`src/rtl/sseg_scan_decoder.sv`:
```
// rtl/sseg_scan_decoder.sv - multiplexed seven-segment scan sniffer that rebuilds a 16-bit display value
module sseg_scan_decoder #(
    parameter int STABLE_CYCLES = 3
) (
    input  logic        clk,
    input  logic        rst_n,
    input  logic [6:0]  sseg_in,
    input  logic [3:0]  an_in,
    output logic [15:0] value,
    output logic        valid,
    output logic [3:0]  digit_err,
    output logic        frame_done
);

    typedef enum logic [1:0] {
        IDLE   = 2'd0,
        SETTLE = 2'd1,
        HELD   = 2'd2
    } state_t;

    // Counter value that, once incremented, equals STABLE_CYCLES
    localparam logic [3:0] LAST_CNT = 4'(STABLE_CYCLES - 1);

    state_t      state;
    logic [3:0]  cnt;
    logic [6:0]  ref_seg;
    logic [3:0]  ref_an;
    logic [3:0]  mask;
    logic [15:0] pend_val;
    logic [3:0]  pend_err;

    logic        an_onehot;
    logic        same_in;
    logic [1:0]  idx;
    logic [3:0]  dec_nib;
    logic        dec_bad;
    logic        capture;
    logic        publish;
    logic [3:0]  mask_next;

    // Input classification, digit index and segment decode
    always_comb begin
        an_onehot = (an_in != 4'b0000) && ((an_in & (an_in - 4'd1)) == 4'b0000);
        same_in   = (sseg_in == ref_seg) && (an_in == ref_an);
        idx       = 2'd0;
        case (an_in)
            4'b0010: idx = 2'd1;
            4'b0100: idx = 2'd2;
            4'b1000: idx = 2'd3;
            default: idx = 2'd0;
        endcase
        dec_bad = 1'b0;
        case (sseg_in)
            7'b0111111: dec_nib = 4'h0;
            7'b0000110: dec_nib = 4'h1;
            7'b1011011: dec_nib = 4'h2;
            7'b1001111: dec_nib = 4'h3;
            7'b1100110: dec_nib = 4'h4;
            7'b1101101: dec_nib = 4'h5;
            7'b1111101: dec_nib = 4'h6;
            7'b0000111: dec_nib = 4'h7;
            7'b1111111: dec_nib = 4'h8;
            7'b1100111: dec_nib = 4'h9;
            7'b1110111: dec_nib = 4'hA;
            7'b1111100: dec_nib = 4'hB;
            7'b0111001: dec_nib = 4'hC;
            7'b1011110: dec_nib = 4'hD;
            7'b1111001: dec_nib = 4'hE;
            7'b1110001: dec_nib = 4'hF;
            default: begin
                dec_nib = 4'h0;
                dec_bad = 1'b1;
            end
        endcase
    end

    // Capture fires on the edge the counter would reach STABLE_CYCLES; a full
    // mask publishes one edge later and a same-edge capture starts the new mask
    always_comb begin
        capture   = (state == SETTLE) && an_onehot && same_in && (cnt == LAST_CNT);
        publish   = (mask == 4'b1111);
        mask_next = publish ? 4'b0000 : mask;
        if (capture) begin
            mask_next[idx] = 1'b1;
        end
    end

    // Scan FSM, pending slots and published outputs
    always_ff @(posedge clk or negedge rst_n) begin
        if (!rst_n) begin
            state      <= IDLE;
            cnt        <= 4'd0;
            ref_seg    <= 7'd0;
            ref_an     <= 4'd0;
            mask       <= 4'b0000;
            pend_val   <= 16'h0000;
            pend_err   <= 4'b0000;
            value      <= 16'h0000;
            digit_err  <= 4'b0000;
            valid      <= 1'b0;
            frame_done <= 1'b0;
        end else begin
            frame_done <= 1'b0;
            mask       <= mask_next;

            if (publish) begin
                value      <= pend_val;
                digit_err  <= pend_err;
                valid      <= 1'b1;
                frame_done <= 1'b1;
            end

            if (capture) begin
                pend_val[idx*4 +: 4] <= dec_nib;
                pend_err[idx]        <= dec_bad;
            end

            case (state)
                IDLE: begin
                    cnt <= 4'd0;
                    if (an_onehot) begin
                        state   <= SETTLE;
                        cnt     <= 4'd1;
                        ref_seg <= sseg_in;
                        ref_an  <= an_in;
                    end
                end
                SETTLE, HELD: begin
                    if (!an_onehot) begin
                        state <= IDLE;
                        cnt   <= 4'd0;
                    end else if (!same_in) begin
                        state   <= SETTLE;
                        cnt     <= 4'd1;
                        ref_seg <= sseg_in;
                        ref_an  <= an_in;
                    end else if (state == SETTLE) begin
                        cnt <= cnt + 4'd1;
                        if (capture) begin
                            state <= HELD;
                        end
                    end
                end
                default: begin
                    state <= IDLE;
                    cnt   <= 4'd0;
                end
            endcase
        end
    end

endmodule

```
`config.mk`:
```
export PLATFORM = sky130hd
export DESIGN_NAME = sseg_scan_decoder
export DESIGN_NICKNAME = d
export VERILOG_FILES = /design/src/rtl/sseg_scan_decoder.sv
export SDC_FILE = /design/constraint.sdc
export NUM_CORES = 1
export LEC_CHECK = 0
export ABC_AREA = 1
export BUFFER_PORTS_ARGS = -buffer_cell sky130_fd_sc_hd__buf_2
export CAP_MARGIN = 40
export CORE_MARGIN = 2
export CORE_UTILIZATION = 35
export CTS_CLUSTER_SIZE = 10
export DETAILED_ROUTE_END_ITERATION = 8
export PLACE_DENSITY = 0.49
export SKIP_LAST_GASP = 1
export SLEW_MARGIN = 10
export SYNTH_ARGS = -nofsm -noshare
export SYNTH_HDL_FRONTEND = slang
export SYNTH_SLANG_ARGS = --single-unit
```
`constraint.sdc`:
```
create_clock -name clk -period 1.75 [get_ports clk]
set_input_delay 0.35 -clock clk [delete_from_list [all_inputs] [get_ports clk]]
set_output_delay 0.35 -clock clk [all_outputs]
set_load 0.02 [all_outputs]
```
; ---- Yosys cells after proc, flatten, opt, wreduce, memory -nomap -nowiden
; Cells that the tools add are included.
[word_totals]
reg_bits = 63
input_bits = 13
out_inout_bits = 22
wordCells = 93
[op_classes]
n_addsub = 3
order_cmp = 2
eq_ne = 30
n_shift = 2
mux = 29
bitwise = 2
n_reduce_logical = 14
[op_table]
columns = operator, count
row1 = $eq 7x7->1 const B, 12
row2 = $pmux 4 s15, 1
row3 = $neg 4->34, 1
row4 = $shift 4x34->16 const A, 1
row5 = $shiftx 4x34->16, 1
row6 = $mux 4, 8
row7 = $mux 7, 3
row8 = $bwmux 16, 1
row9 = $pmux 4 s2, 2
row10 = $reduce_or 16->1, 1
row11 = $eq 7x3->1 const B, 2
row12 = $eq 7x6->1 const B, 2
row13 = $pmux 7 s2, 1
row14 = $mux 2, 5
row15 = $eq 4x2->1 const B, 2
row16 = $eq 4x4->1 const B, 2
row17 = $ne 4x4->1 const B, 2
row18 = $eq 7x7->1, 1
row19 = $logic_and 1x1->1, 6
row20 = $ne 2x2->1 const B, 3
row21 = $pmux 2 s3, 1
row22 = $add 4x1->4 const B, 1
row23 = $and 4x4->4, 1
row24 = $bwmux 4, 1
row25 = other kinds (18), 21

; ---- Longest topological paths before layout
[depth]
ltp_word = 12
depth_mapped = 13
depth_no_buf = 11

; ---- Worst setup path before layout
; No wires, ideal clock.
[synth_path]
kind = input to register
start = input port an_in[2]
end = register pend_val[1]
arrival_time_ns = 2.126
required_time_ns = 1.683
setup_slack_ns = -0.443
cell_stages = 10
n_path_buf = 0
path_cell_list = inv_1 nand3_1 a21oi_1 inv_1 ha_1 inv_1 nand3_1 a21oi_1 nand3_1 nand2_1
[synth_between]
elab_chain_len = 7
elab_cells_between_ends = 18
classes_between = add/sub (2) / eq/ne (4) / shift (2) / mux (2) / bitwise (1) / reduce/logical (7)
[synth_lines]
columns = element, line_no
row1 = from (decl), 8  ; input logic [3:0] an_in,
row2 = branches (longest 7 deep; another with $neg 4->34), --
row3 = "to (signal, indexed assignment)", 114  ; pend_val[idx*4 +: 4] <= dec_nib;
row4 = to (decl), 29  ; logic [15:0] pend_val;
; Several ways; the timed one is not identified.
; A chain may end at the register's enable or synchronous reset.

; ---- Worst setup path after layout
[layout_path]
start = register ref_seg[0]
end = register pend_val[7]
[layout_between]
elab_chain_len = 4
[layout_lines]
columns = element, line_no
row1 = from (decl), 26  ; logic [6:0] ref_seg;
row2 = from (signal assigned), 124  ; ref_seg <= sseg_in;
row3 = from (signal assigned), 135  ; ref_seg <= sseg_in;
row4 = $eq 7x7->1, 44  ; same_in = (sseg_in == ref_seg) && (an_in == ref_an);
row5 = $logic_and 1x1->1, 44
row6 = $logic_and 1x1->1 (2 in series), 80  ; capture = (state == SETTLE) && an_onehot && same_in && (cnt == LAST_CNT);
; No other way between the ends.

==> implementation parameters <==
Parameter                              Value

Worst setup path
  Critical path required time ... 1.97 ns
  Startpoint of the lowest-slack register-to-register path ... ref_seg[0]
  Crit. End Element ... flop
  Critical path cell sequence ... inv_1 -> nand2_1 -> nand2_1 -> nor2_1 -> nand2_1 -> nor2_4 -> nand2_4 -> nor3_4 -> buf_12 -> nand2_2 -> nand2_1 -> nand2_1
  Cell depth of the worst flop-to-flop path ... 12
  End of the critical path ... pend_val[7]
  Flop-to-flop setup slack ... 0.05 ns
  Startpoint Class ... flop
  CP most frequent cell ... sky130_fd_sc_hd__nand2_1
  Worst setup path startpoint ... ref_seg[0]
  Endpoint of the most critical register-to-register path ... pend_val[7]
  Slowest stage delay, CP ... 0.37 ns
  Data arrival time at the worst-slack endpoint ... 1.93 ns
  Highest net fanout along the worst path ... 8
  Crit-path slowest cell ... sky130_fd_sc_hd__dfrtp_1
  Crit Path Category ... flop to flop

Global route
  Initial antenna violation count ... 0
  Global-route congestion overflow total ... 0
  First-pass GRT wire length ... 12600 um
  Total Routing Usage GR ... 0.155
  Maximum number of pins on one net before global-route repair ... 64
  Number of global-route vias before repair ... 2783

Layout
  Number of fill cells in the layout ... 990
  Final net count ... 557
  Synth-to-Final Area Change ... 25.5%
  Final Instance Area ... 4240 um^2
  Antenna diode count ... 0
  Share of cells above drive strength 1 ... 0.218

Clock tree
  Total number of H-tree levels ... 3
  Clock Pin Slew Worst Setup and Hold Paths ... 0.08 ns
  Clock tree from TritonCTS ... done
  Max Buffers Root-to-Sink ... 2
  Clock buffers created by TritonCTS ... 9
  Number of sinks driven by the clock tree ... 63
  Clock root buffer ... sky130_fd_sc_hd__clkbuf_8
  Latest clock arrival within the worst-skew pair ... 0.34 ns
  Number of hold buffers added after cts ... 0

Synth
  Post-Synthesis Mean Instance Area ... 7.28 um^2
  Yosys cell types ... 25
  Seq/Total Area, Yosys ... 0.466
  Post-Syn Instances ... 464
  Top cells by area, synth ... sky130_fd_sc_hd__dfrtp_1 47%, sky130_fd_sc_hd__nand2_1 22%, sky130_fd_sc_hd__nor2_1 6.1%, sky130_fd_sc_hd__ha_1 4.8%, sky130_fd_sc_hd__inv_1 4.6%
  Synth Cell Area ... 3380 um^2
  Net Count, Synth ... 490
  Synth warnings ... 0
  Area share of the leading cell type in the synthesized netlist ... 0.466
  Number of flip-flops and latches in the synthesized netlist ... 63
  Leading area contributor after synthesis ... sky130_fd_sc_hd__dfrtp_1

STA
  Max Slew Vio Count ... 0
  Clock skew ... 0.0134 ns
  Post-route setup TNS ... 0 ns
  Worst-Margin Slew ... 0.595 ns
  Unrepaired setup endpoints after global routing ... yes
  Final cycle utilization of the critical path ... 0.972
  Final setup margin ... 0.0483 ns
  Final worst path period need ... 1.70 ns
  Headroom to the max-slew limit ... 0.603
  Final Hold Vio Count ... 3
  Maximum frequency from static timing analysis ... 588 MHz
  Minimum hold slack ... -0.00594 ns
  Setup violators final ... 0

Floorplan
  Boundary Pins ... 35
  Width of the chip ... 102 um
  Die span in y ... 102 um
  Num rows ... 35
  Core outline area ... 9280 um^2
  Die Area ... 10500 um^2
  Effective utilization at floorplan ... 0.364

Outcome
  Result of the run ... finished, violations left
  Failing checks ... negative hold slack

Detailed routing
  Post-detailed-route count of antenna-violating nets ... 0
  Detailed Route Iter0 Violations ... 132
  Number of detailed-routing iterations run before antenna repair ... 4
  WL/cell ... 11.0 um
  Residual DRC ... 0
  Vias post-DR ... 2951
  Wire length after detailed routing ... 7290 um
  Number of vias per cell ... 4.44

Placement
  Cell Area, Placed ... 3950 um^2
  HPWL after DPL ... 5450 um
  Port-buffer cells ... 34
  Pre-CTS WS ... -0.0971 ns
  Final estimated routing congestion in global placement ... 0.877

Power
  Peak supply drop ... 477 uV
  Leakage power figure ... 2.40 nW
  Overall power consumption ... 3.82 mW
  Total power density per cell area ... 900 nW/um^2

Hold path
  Hold/Removal Path Class ... input pin to async pin

Run
  Max-Cap Viols ... 0
==> synthesized netlist by cell type <==
master and number:
sky130_fd_sc_hd__a21oi_1 13, sky130_fd_sc_hd__buf_2 1, sky130_fd_sc_hd__buf_4 2, sky130_fd_sc_hd__clkbuf_1 5
sky130_fd_sc_hd__dfrtp_1 63, sky130_fd_sc_hd__ha_1 13, sky130_fd_sc_hd__inv_1 41, sky130_fd_sc_hd__inv_2 4
sky130_fd_sc_hd__nand2_1 201, sky130_fd_sc_hd__nand2_2 6, sky130_fd_sc_hd__nand3_1 23, sky130_fd_sc_hd__nand3_2 1
sky130_fd_sc_hd__nand4_1 4, sky130_fd_sc_hd__nand4_2 1, sky130_fd_sc_hd__nor2_1 55, sky130_fd_sc_hd__nor2_4 1
sky130_fd_sc_hd__nor3_1 6, sky130_fd_sc_hd__nor3_4 1, sky130_fd_sc_hd__nor3b_1 1, sky130_fd_sc_hd__nor4_2 1
sky130_fd_sc_hd__o21ai_0 11, sky130_fd_sc_hd__o21ai_1 2, sky130_fd_sc_hd__o31ai_1 1, sky130_fd_sc_hd__or2_2 2
sky130_fd_sc_hd__xnor2_1 5
==> worst min path at each step <==
stage           from           end  cells after the start
3_3_place_gp   rst_n  digit_err[0]                      2
6_report       rst_n  digit_err[1]                      2
2_1_floorplan  rst_n        cnt[0]                      0
4_1_cts        rst_n  digit_err[0]                      2
5_1_grt        rst_n  digit_err[1]                      2
3_5_place_dp   rst_n  digit_err[0]                      2
==> cells in the final DEF (no fill, tap or decap), types with 2 or more instances in the layout <==
cell,instances
sky130_fd_sc_hd__inv_2,8
sky130_fd_sc_hd__inv_1,37
sky130_fd_sc_hd__nor2_4,2
sky130_fd_sc_hd__a21oi_1,12
sky130_fd_sc_hd__nand2_2,10
sky130_fd_sc_hd__nor2_1,50
sky130_fd_sc_hd__xnor2_1,5
sky130_fd_sc_hd__nand2_4,3
sky130_fd_sc_hd__nand2_1,194
sky130_fd_sc_hd__clkbuf_8,10
sky130_fd_sc_hd__nand4_1,4
sky130_fd_sc_hd__clkinvlp_4,2
sky130_fd_sc_hd__or2_2,2
sky130_fd_sc_hd__o21ai_0,11
sky130_fd_sc_hd__nor3_1,6
sky130_fd_sc_hd__nor2_2,4
sky130_fd_sc_hd__nand3_1,23
sky130_fd_sc_hd__dfrtp_1,63
sky130_fd_sc_hd__ha_1,12
sky130_fd_sc_hd__buf_12,3
sky130_fd_sc_hd__buf_2,34
sky130_fd_sc_hd__buf_4,27
==> critical path, delay by kind of cell, from the launching register on <==
kind / cells / cell delay, ns
buffers and inverters: 2 / 0.22
DFF: 1 / 0.37
and+or+nand+nor: 10 / 0.98
==> cells by family (layout without fill, tap and decap cells) <==
logic type / count (synthesis) / count (layout) / synth area share
AOI/OAI and AO/OA: 27 / 27 / 0.0407
and+or+nand+nor: 303 / 303 / 0.370
adders and majority gates: 13 / 13 / 0.0481
DFF: 63 / 63 / 0.466
buffers and inverters: 53 / 125 / 0.0615
xor gates and xnor gates: 5 / 5 / 0.0130
==> through the flow <==
step	std cells	utilization
global placement	647	0.426
CTS	663	0.448
global route	665	0.457
floorplan	464	-
detailed placement	647	0.426
finish	665	0.457
==> report_power, final <==
group | internal (mW) | total (mW) | switching (mW)
Clock | 0.702 | 1.33 | 0.631
Sequential | 1.60 | 1.69 | 0.0924
Combinational | 0.321 | 0.794 | 0.473
Total | 2.62 | 3.82 | 1.20
==> routing by layer <==
metal | part of all wire | GRT usage | wire (um)
met4 | 0.021 | 0.0708 | 154
met1 | 0.49 | 0.201 | 3600
met2 | 0.46 | 0.252 | 3370
met3 | 0.023 | 0.0274 | 169
met5 | 0 | 0 | 0
==> registers in the layout, indices dropped and copies added, names as in the netlist <==
register	count
cnt	4
digit_err	4
frame_done	1
mask	4
pend_err	4
pend_val	16
ref_an	4
ref_seg	7
state	2
valid	1
value	16
==> what timing repair did <==
action	in CTS	in global routing
gates resized for setup	0	21
setup buffers	0	2
endpoints found under the setup margin	0	33
==> cell type report <==
type / count / area (um^2) / share of cell area
inverters: 45 / 169 / 0.0398
clock buffers: 10 / 138 / 0.0325
multi-input cells: 348 / 1700 / 0.400
flip-flops and latches: 63 / 1580 / 0.372
repair buffers: 64 / 433 / 0.102
well taps: 129 / 161 / 0.0381
clock inverters: 6 / 67.6 / 0.0159
No activity file was read; power rests on OpenSTA's default activity.
